File: config.mk
export PLATFORM = sky130hd
export DESIGN_NAME = fwd_hazard_unit_flat
export DESIGN_NICKNAME = d
export VERILOG_FILES = /design/src/rtl/fwd_hazard_unit_if.sv /design/src/rtl/fwd_hazard_unit.sv /design/src/flat_wrapper.sv
export SDC_FILE = /design/constraint.sdc
export NUM_CORES = 1
export LEC_CHECK = 0
export ABC_AREA = 1
export CAP_MARGIN = 20
export CORE_MARGIN = 5
export CORE_UTILIZATION = 35
export DETAILED_ROUTE_END_ITERATION = 6
export PLACE_DENSITY = 0.6
export SLEW_MARGIN = 20
export SYNTH_ARGS = -nofsm -noshare
export SYNTH_HDL_FRONTEND = slang
export SYNTH_SLANG_ARGS = --single-unit
File: constraint.sdc
create_clock -name clk -period 2.9 [get_ports clk]
set_input_delay 0.58 -clock clk [delete_from_list [all_inputs] [get_ports clk]]
set_output_delay 0.58 -clock clk [all_outputs]
set_load 0.01 [all_outputs]
File: src/rtl/fwd_hazard_unit_if.sv
// Bundle between the ID stage and the forwarding/hazard unit.
// The ID stage (master) drives the decoded instruction fields and the
// flush request; the unit (slave) returns stall, forwarding selects and
// the tracked downstream destination registers.
interface fwd_hazard_unit_if #(
  parameter int CNT_W = 16
);

  logic             id_valid;
  logic [4:0]       id_rs;
  logic [4:0]       id_rt;
  logic [4:0]       id_rd;
  logic             id_regwrite;
  logic             id_memread;
  logic             flush;

  logic             stall;
  logic [1:0]       fwd_a;
  logic [1:0]       fwd_b;
  logic [4:0]       ex_rd;
  logic [4:0]       mem_rd;
  logic [4:0]       wb_rd;
  logic             wb_regwrite;
  logic [CNT_W-1:0] stall_cnt;

  modport master (
    output id_valid, id_rs, id_rt, id_rd, id_regwrite, id_memread, flush,
    input  stall, fwd_a, fwd_b, ex_rd, mem_rd, wb_rd, wb_regwrite, stall_cnt
  );

  modport slave (
    input  id_valid, id_rs, id_rt, id_rd, id_regwrite, id_memread, flush,
    output stall, fwd_a, fwd_b, ex_rd, mem_rd, wb_rd, wb_regwrite, stall_cnt
  );

endinterface

File: src/rtl/fwd_hazard_unit.sv
// Forwarding and load-use hazard unit for a classic 5-stage pipeline.
// Keeps a shadow copy of the register-index fields of the EX, MEM and WB
// stages, raises a one-cycle stall for load-use pairs, selects the EX
// operand bypass sources and counts stall cycles (saturating).
module fwd_hazard_unit #(
  parameter int CNT_W = 16
) (
  input logic             clk,
  input logic             rst_n,
  fwd_hazard_unit_if.slave bus
);

  localparam logic [1:0] SEL_IDEX = 2'b00;
  localparam logic [1:0] SEL_WB   = 2'b01;
  localparam logic [1:0] SEL_MEM  = 2'b10;

  logic [4:0]       ex_rs_q;
  logic [4:0]       ex_rt_q;
  logic [4:0]       ex_rd_q;
  logic             ex_regwrite_q;
  logic             ex_memread_q;
  logic [4:0]       mem_rd_q;
  logic             mem_regwrite_q;
  logic [4:0]       wb_rd_q;
  logic             wb_regwrite_q;
  logic [CNT_W-1:0] stall_cnt_q;

  logic             stall_c;
  logic             ex_load;
  logic [1:0]       fwd_a_c;
  logic [1:0]       fwd_b_c;

  // Bypass source for one EX operand; the MEM stage holds the newer value
  // so it is checked first, and register 0 is never bypassed.
  function automatic logic [1:0] fwd_sel(
    input logic [4:0] src,
    input logic [4:0] m_rd,
    input logic       m_rw,
    input logic [4:0] w_rd,
    input logic       w_rw
  );
    logic [1:0] sel;
    sel = SEL_IDEX;
    if (m_rw && (m_rd != 5'd0) && (m_rd == src)) begin
      sel = SEL_MEM;
    end else if (w_rw && (w_rd != 5'd0) && (w_rd == src)) begin
      sel = SEL_WB;
    end
    return sel;
  endfunction

  // Load-use detection: a load in EX whose destination is read by the ID
  // instruction; a flushed ID instruction never stalls.
  always_comb begin
    stall_c = 1'b0;
    if (bus.id_valid && !bus.flush && ex_memread_q && (ex_rd_q != 5'd0) &&
        ((ex_rd_q == bus.id_rs) || (ex_rd_q == bus.id_rt))) begin
      stall_c = 1'b1;
    end
    ex_load = bus.id_valid && !stall_c && !bus.flush;
  end

  // Operand bypass selects, derived purely from registered stage state.
  always_comb begin
    fwd_a_c = fwd_sel(ex_rs_q, mem_rd_q, mem_regwrite_q, wb_rd_q, wb_regwrite_q);
    fwd_b_c = fwd_sel(ex_rt_q, mem_rd_q, mem_regwrite_q, wb_rd_q, wb_regwrite_q);
  end

  // EX shadow stage: takes the ID instruction, or a bubble on stall/flush/invalid.
  always_ff @(posedge clk or negedge rst_n) begin
    if (!rst_n) begin
      ex_rs_q       <= 5'd0;
      ex_rt_q       <= 5'd0;
      ex_rd_q       <= 5'd0;
      ex_regwrite_q <= 1'b0;
      ex_memread_q  <= 1'b0;
    end else if (ex_load) begin
      ex_rs_q       <= bus.id_rs;
      ex_rt_q       <= bus.id_rt;
      ex_rd_q       <= bus.id_rd;
      ex_regwrite_q <= bus.id_regwrite;
      ex_memread_q  <= bus.id_memread;
    end else begin
      ex_rs_q       <= 5'd0;
      ex_rt_q       <= 5'd0;
      ex_rd_q       <= 5'd0;
      ex_regwrite_q <= 1'b0;
      ex_memread_q  <= 1'b0;
    end
  end

  // MEM and WB shadow stages advance every cycle; only rd/regwrite matter here.
  always_ff @(posedge clk or negedge rst_n) begin
    if (!rst_n) begin
      mem_rd_q       <= 5'd0;
      mem_regwrite_q <= 1'b0;
      wb_rd_q        <= 5'd0;
      wb_regwrite_q  <= 1'b0;
    end else begin
      mem_rd_q       <= ex_rd_q;
      mem_regwrite_q <= ex_regwrite_q;
      wb_rd_q        <= mem_rd_q;
      wb_regwrite_q  <= mem_regwrite_q;
    end
  end

  // Stall-cycle counter, held at all-ones once it gets there.
  always_ff @(posedge clk or negedge rst_n) begin
    if (!rst_n) begin
      stall_cnt_q <= '0;
    end else if (stall_c && (stall_cnt_q != '1)) begin
      stall_cnt_q <= stall_cnt_q + 1'b1;
    end
  end

  assign bus.stall       = stall_c;
  assign bus.fwd_a       = fwd_a_c;
  assign bus.fwd_b       = fwd_b_c;
  assign bus.ex_rd       = ex_rd_q;
  assign bus.mem_rd      = mem_rd_q;
  assign bus.wb_rd       = wb_rd_q;
  assign bus.wb_regwrite = wb_regwrite_q;
  assign bus.stall_cnt   = stall_cnt_q;

endmodule

File: src/flat_wrapper.sv
// flat-port wrapper written by rule: the top's interface ports become plain ports
module fwd_hazard_unit_flat 
#(
  parameter int CNT_W = 16
)
  (clk, rst_n, bus_id_valid, bus_id_rs, bus_id_rt, bus_id_rd, bus_id_regwrite, bus_id_memread, bus_flush, bus_stall, bus_fwd_a, bus_fwd_b, bus_ex_rd, bus_mem_rd, bus_wb_rd, bus_wb_regwrite, bus_stall_cnt);
  fwd_hazard_unit_if #(.CNT_W(CNT_W)) bus_i ();
  input logic clk;
  input logic rst_n;
  input wire logic [$bits(bus_i.id_valid)-1:0] bus_id_valid;
  input wire logic [$bits(bus_i.id_rs)-1:0] bus_id_rs;
  input wire logic [$bits(bus_i.id_rt)-1:0] bus_id_rt;
  input wire logic [$bits(bus_i.id_rd)-1:0] bus_id_rd;
  input wire logic [$bits(bus_i.id_regwrite)-1:0] bus_id_regwrite;
  input wire logic [$bits(bus_i.id_memread)-1:0] bus_id_memread;
  input wire logic [$bits(bus_i.flush)-1:0] bus_flush;
  output wire logic [$bits(bus_i.stall)-1:0] bus_stall;
  output wire logic [$bits(bus_i.fwd_a)-1:0] bus_fwd_a;
  output wire logic [$bits(bus_i.fwd_b)-1:0] bus_fwd_b;
  output wire logic [$bits(bus_i.ex_rd)-1:0] bus_ex_rd;
  output wire logic [$bits(bus_i.mem_rd)-1:0] bus_mem_rd;
  output wire logic [$bits(bus_i.wb_rd)-1:0] bus_wb_rd;
  output wire logic [$bits(bus_i.wb_regwrite)-1:0] bus_wb_regwrite;
  output wire logic [$bits(bus_i.stall_cnt)-1:0] bus_stall_cnt;
  assign bus_i.id_valid = bus_id_valid;
  assign bus_i.id_rs = bus_id_rs;
  assign bus_i.id_rt = bus_id_rt;
  assign bus_i.id_rd = bus_id_rd;
  assign bus_i.id_regwrite = bus_id_regwrite;
  assign bus_i.id_memread = bus_id_memread;
  assign bus_i.flush = bus_flush;
  assign bus_stall = bus_i.stall;
  assign bus_fwd_a = bus_i.fwd_a;
  assign bus_fwd_b = bus_i.fwd_b;
  assign bus_ex_rd = bus_i.ex_rd;
  assign bus_mem_rd = bus_i.mem_rd;
  assign bus_wb_rd = bus_i.wb_rd;
  assign bus_wb_regwrite = bus_i.wb_regwrite;
  assign bus_stall_cnt = bus_i.stall_cnt;
  fwd_hazard_unit #(.CNT_W(CNT_W)) u_core (.clk(clk), .rst_n(rst_n), .bus(bus_i));
endmodule
Yosys cells after proc, flatten, opt, wreduce, memory -nomap -nowiden
Index checks and enable logic that the tools add are counted.
{ "totals": {"register_bits": 45, "out_inout_bits": 37, "word_cells": 47} }
{ "classes": {"n_addsub": 1, "eq_ne": 7, "n_mux": 10, "reduce_logical": 19} }
{ "op_table": {"columns": ["cell", "count"], "rows": [
  ["5-bit == test", 6],
  ["16-bit by 1-bit adder with 16-bit output (second input constant)", 1],
  ["16-bit != test (second input constant)", 1],
  ["5-bit two-way mux", 3],
  ["5-bit nonzero test", 3],
  ["1-bit logical AND", 13],
  ["1-bit two-way mux", 5],
  ["2-bit two-way mux", 2],
  ["1-bit zero test", 2],
  ["1-bit logical OR", 1]
]} }

Longest topological paths before layout
{ "logic_depth": {"ltp_word": 10, "depth_mapped": 10} }

Least setup slack after synthesis
OpenSTA, ideal clock, no wires.
{ "synth_path": {"kind": "input to output", "startpoint": "in bus_id_valid", "endpoint": "out bus_stall", "arrival_time_ns": 1.231, "required_time_ns": 2.320, "slack_ns": 1.089, "path_stages": 6, "cell_sequence": "inv_1 -> nor2_1 -> nand3_1 -> inv_2 -> nand2_2 -> inv_1"} }
{ "synth_via": {"elab_chain_cells": 5} }
{ "synth_rtl": {"columns": ["item", "line_no", "text"], "rows": [
  ["from (decl)", "flat_wrapper.sv:10", "input wire logic [$bits(bus_i.id_valid)-1:0] bus_id_valid;"],
  ["1-bit logical AND (4 in a row)", "fwd_hazard_unit.sv:56", "if (bus.id_valid && !bus.flush && ex_memread_q && (ex_rd_q != 5'd0) &&"],
  ["1-bit two-way mux", "fwd_hazard_unit.sv:56", null],
  ["to (decl)", "flat_wrapper.sv:17", "output wire logic [$bits(bus_i.stall)-1:0] bus_stall;"]
]} }
No other way between the ends.

Worst setup path after layout
{ "layout_path": {"startpoint": "reg u_core.mem_rd_q[0] (netlist: u_core.bus.mem_rd[0])", "endpoint": "out bus_fwd_b[0]"} }
{ "layout_via": {"elab_chain_cells": 4, "word_cells_on_any_way": 5, "classes_between": "eq/ne (1); mux (1); reduce/logical (3)"} }
{ "layout_rtl": {"columns": ["item", "line_no", "text"], "rows": [
  ["from (decl)", "fwd_hazard_unit.sv:22", "logic [4:0] mem_rd_q;"],
  ["from (signal assigned)", "fwd_hazard_unit.sv:100", "mem_rd_q <= ex_rd_q;"],
  ["5-bit nonzero test", "fwd_hazard_unit.sv:44", "if (m_rw && (m_rd != 5'd0) && (m_rd == src)) begin"],
  ["1-bit logical AND", "fwd_hazard_unit.sv:44", null],
  ["1-bit logical AND *", "fwd_hazard_unit.sv:44", null],
  ["2-bit two-way mux *", "fwd_hazard_unit.sv:44", null],
  ["to (decl)", "flat_wrapper.sv:19", "output wire logic [$bits(bus_i.fwd_b)-1:0] bus_fwd_b;"]
]} }
Mark *: on every way between the ends. The rest lies on a longest branch, timed or not.

==> impl_metrics.yaml <==
cts:
  cts_sinks: 45
  h-tree-depth: 2
  holdBufCountCts: 0
  cts_buffer_depth: 2
  cts_root_buf: "clkbuf_8"
  numCtsBuffers: 5
  clkTransAtPathRegs_ns: 0.09
  clkLatencyLatePin_ns: 0.30
  cts_tree: "yes"
placed_design:
  portBuffers: 57
  gp_congestion: 0.889
  hpwl_um: 4250
grt:
  grt_first_pass_wirelength_um: 9560
  grt_max_degree: 46
  grt_pass1_vias: 2021
  overflow: 0
  antenna_found_initial: 0
  grtUsageTotal_pct: 13.8
detailed_routing:
  first_pass_iters: 4
  drc: 0
  vias: 2041
  via_per_inst: 4.63
  wirelength_um: 5710
  drtIter0Drc: 118
  routedWlPerCell_um: 12.9
  antenna_left: 0
floorplan:
  die_y_um: 93.0
  rows: 30
  die_area_um2: 8640
  core_um2: 6760
  die_x_um: 93.0
  pin_count: 58
  initial_utilization_pct: 35.6
synth:
  yosysWarnings: 0
  synth_area_per_cell_um2: 8.06
  synthTopCellsByArea: "dfrtp_1 (47%), nand2_1 (14%), nand4_1 (6.8%)"
  synthesis.nets: 321
  syn-cell-area_um2: 2410
  synth.largest_area_cell: "dfrtp_1"
  synth_top_area_share_pct: 46.8
  yosys.cell_types.count: 21
  synth.ff_latch_count: 45
  yosysSeqAreaShare_pct: 46.8
  synth_cells: 299
worst_setup_path:
  crit_type: "reg2out"
  crit_arrival_ns: 1.90
  r2r-end: "u_core.bus.stall_cnt[15]"
  startpoint_type: "flip-flop"
  required_ns: 2.32
  rr_worst_depth: 7
  crit_path_end_kind: "output pin"
  reg2reg_from: "u_core.bus.stall_cnt[0]"
  path_max_fanout: 5
  reg2reg_slack_ns: 1.02
final_layout:
  antenna_cells: 0
  drive_gt1_share_pct: 6.37
  fin_nets: 382
  finish.utilization_pct: 46.6
  area_growth_pct: 30.8
timing:
  finalHoldViolCount: 0
  finalSetupViolCount: 0
  worst_slew_pin_slew_ns: 0.549
  fin_crit_sh_pct: 85.6
  min_period_ns: 2.48
  slew_headroom_pct: 63.4
  fin_setup_tns_ns: 0
  rsz0062_at_grt: "false"
  slew_viol_final: 0
  fmax_mhz: 403
  fin_worst_skew_ns: 0.0110
run_status:
  status: "finished, final reports clean"
power_and_ir_drop:
  ir_drop_mv: 0.170
  powerDensity_nw_per_um2: 382
  leakagePower_nw: 1.55
flow_run:
  maxCapViolCount: 0
min_path:
  hp-class: "in2async"
## layout by cell type (no fill, tap or decap), types with 2 or more instances in the layout
cell type	n
inv_1	34
nand3_1	9
nor2_4	2
nand2_1	87
clkbuf_8	5
nand2_2	3
nor3_1	4
xnor2_1	18
xor2_1	11
o21ai_0	4
buf_4	3
clkdlybuf4s50_1	55
inv_2	2
nand4_1	26
dfrtp_1	45
nor2_1	43
## layer usage
layer	vias up	routed length [um]	share of wire, %	track usage, %
met4	0	83	1.5	4.88
li1	1067	-	-	-
met1	931	2720	48	18.4
met3	7	207	3.6	2.60
met2	36	2700	47	22.5
met5	-	0	0	0
## worst max-delay path, cell delays in order (launching register included)
cell	delay [ns]
dfrtp_1	0.47
nor2_1	0.11
nand2_1	0.05
o21ai_0	0.20
nor3_1	0.12
nor2_1	0.11
clkdlybuf4s50_1	0.54
## stage by stage
step / area (um^2) / hold slack (ns) / total power [mW] / worst slack [ns] / cells
final: 3150 / 0.261 / 1.20 / 0.418 / 441
after global routing: 3150 / 0.303 / 1.27 / 0.245 / 441
after CTS: 3150 / 0.357 / 1.22 / 0.132 / 441
after detailed placement: 3050 / 0.336 / 0.815 / 0.139 / 433
after global placement: 3050 / 0.335 / 0.814 / 0.146 / 433
after floorplan: 2410 / 0.284 / 0.737 / 1.09 / 299
## layout make-up
class	instances	area [um^2]
Tap cell	80	100
Fill cell	687	3610
Timing Repair Buffer	59	586
Sequential cell	45	1130
Clock buffer	5	68.8
Multi-Input combinational cell	213	1110
Clock inverter	3	25.0
Inverter	36	135
## timing repair
item | CTS | global route
endpoints found under the setup margin | 0 | 1
setup buffers | 0 | 0
resized for setup | 0 | 1
## power breakdown
| group | switching [mW] | internal, mW | total, mW |
|---|---|---|---|
| logic | 0.0644 | 0.0710 | 0.135 |
| clock network | 0.229 | 0.174 | 0.403 |
| registers | 0.0211 | 0.643 | 0.664 |
## logic make-up (layout without fill, tap and decap cells)
group,Yosys count,count (layout),share of synthesized area (%)
AOI/OAI and AO/OA,4,4,0.831
xor gates and xnor gates,29,29,10.5
adders and majority gates,1,1,0.519
DFF,45,45,46.8
buffers and inverters,41,103,7.17
and+or+nand+nor,179,179,34.2
## Yosys cell counts
| cell | count |
|---|---|
| nand2_1 | 87 |
| dfrtp_1 | 45 |
| nor2_1 | 43 |
| inv_1 | 34 |
| nand4_1 | 26 |
| xnor2_1 | 18 |
| xor2_1 | 11 |
| nand3_1 | 9 |
| nor3_1 | 4 |
| o21ai_0 | 4 |
| buf_2 | 3 |
| nand2_2 | 3 |
| buf_6 | 2 |
| inv_2 | 2 |
| nor2_4 | 2 |
| ha_1 | 1 |
| nand2_4 | 1 |
| nand3_4 | 1 |
| nand4_4 | 1 |
| nor2_2 | 1 |
| nor3_2 | 1 |
## flip-flops by register name, indices dropped and copies added (netlist names), 5 cells and up
register	count
u_core.bus.ex_rd	5
u_core.bus.mem_rd	5
u_core.bus.stall_cnt	16
u_core.bus.wb_rd	5
u_core.ex_rs_q	5
u_core.ex_rt_q	5
## worst max path at each step
stage / end / slack, ns / startpoint / cells past startpoint
3_3_place_gp: bus_stall / 0.15 / bus_id_rs[2] / 10
2_1_floorplan: bus_stall / 1.09 / bus_id_valid / 6
5_1_grt: bus_fwd_a[0] / 0.25 / u_core.bus.mem_rd[3] / 6
3_5_place_dp: bus_stall / 0.14 / bus_id_rs[2] / 10
4_1_cts: bus_stall / 0.13 / bus_id_rs[2] / 10
6_report: bus_fwd_b[0] / 0.42 / u_core.bus.mem_rd[0] / 6
(Power assumes the default switching activity.)
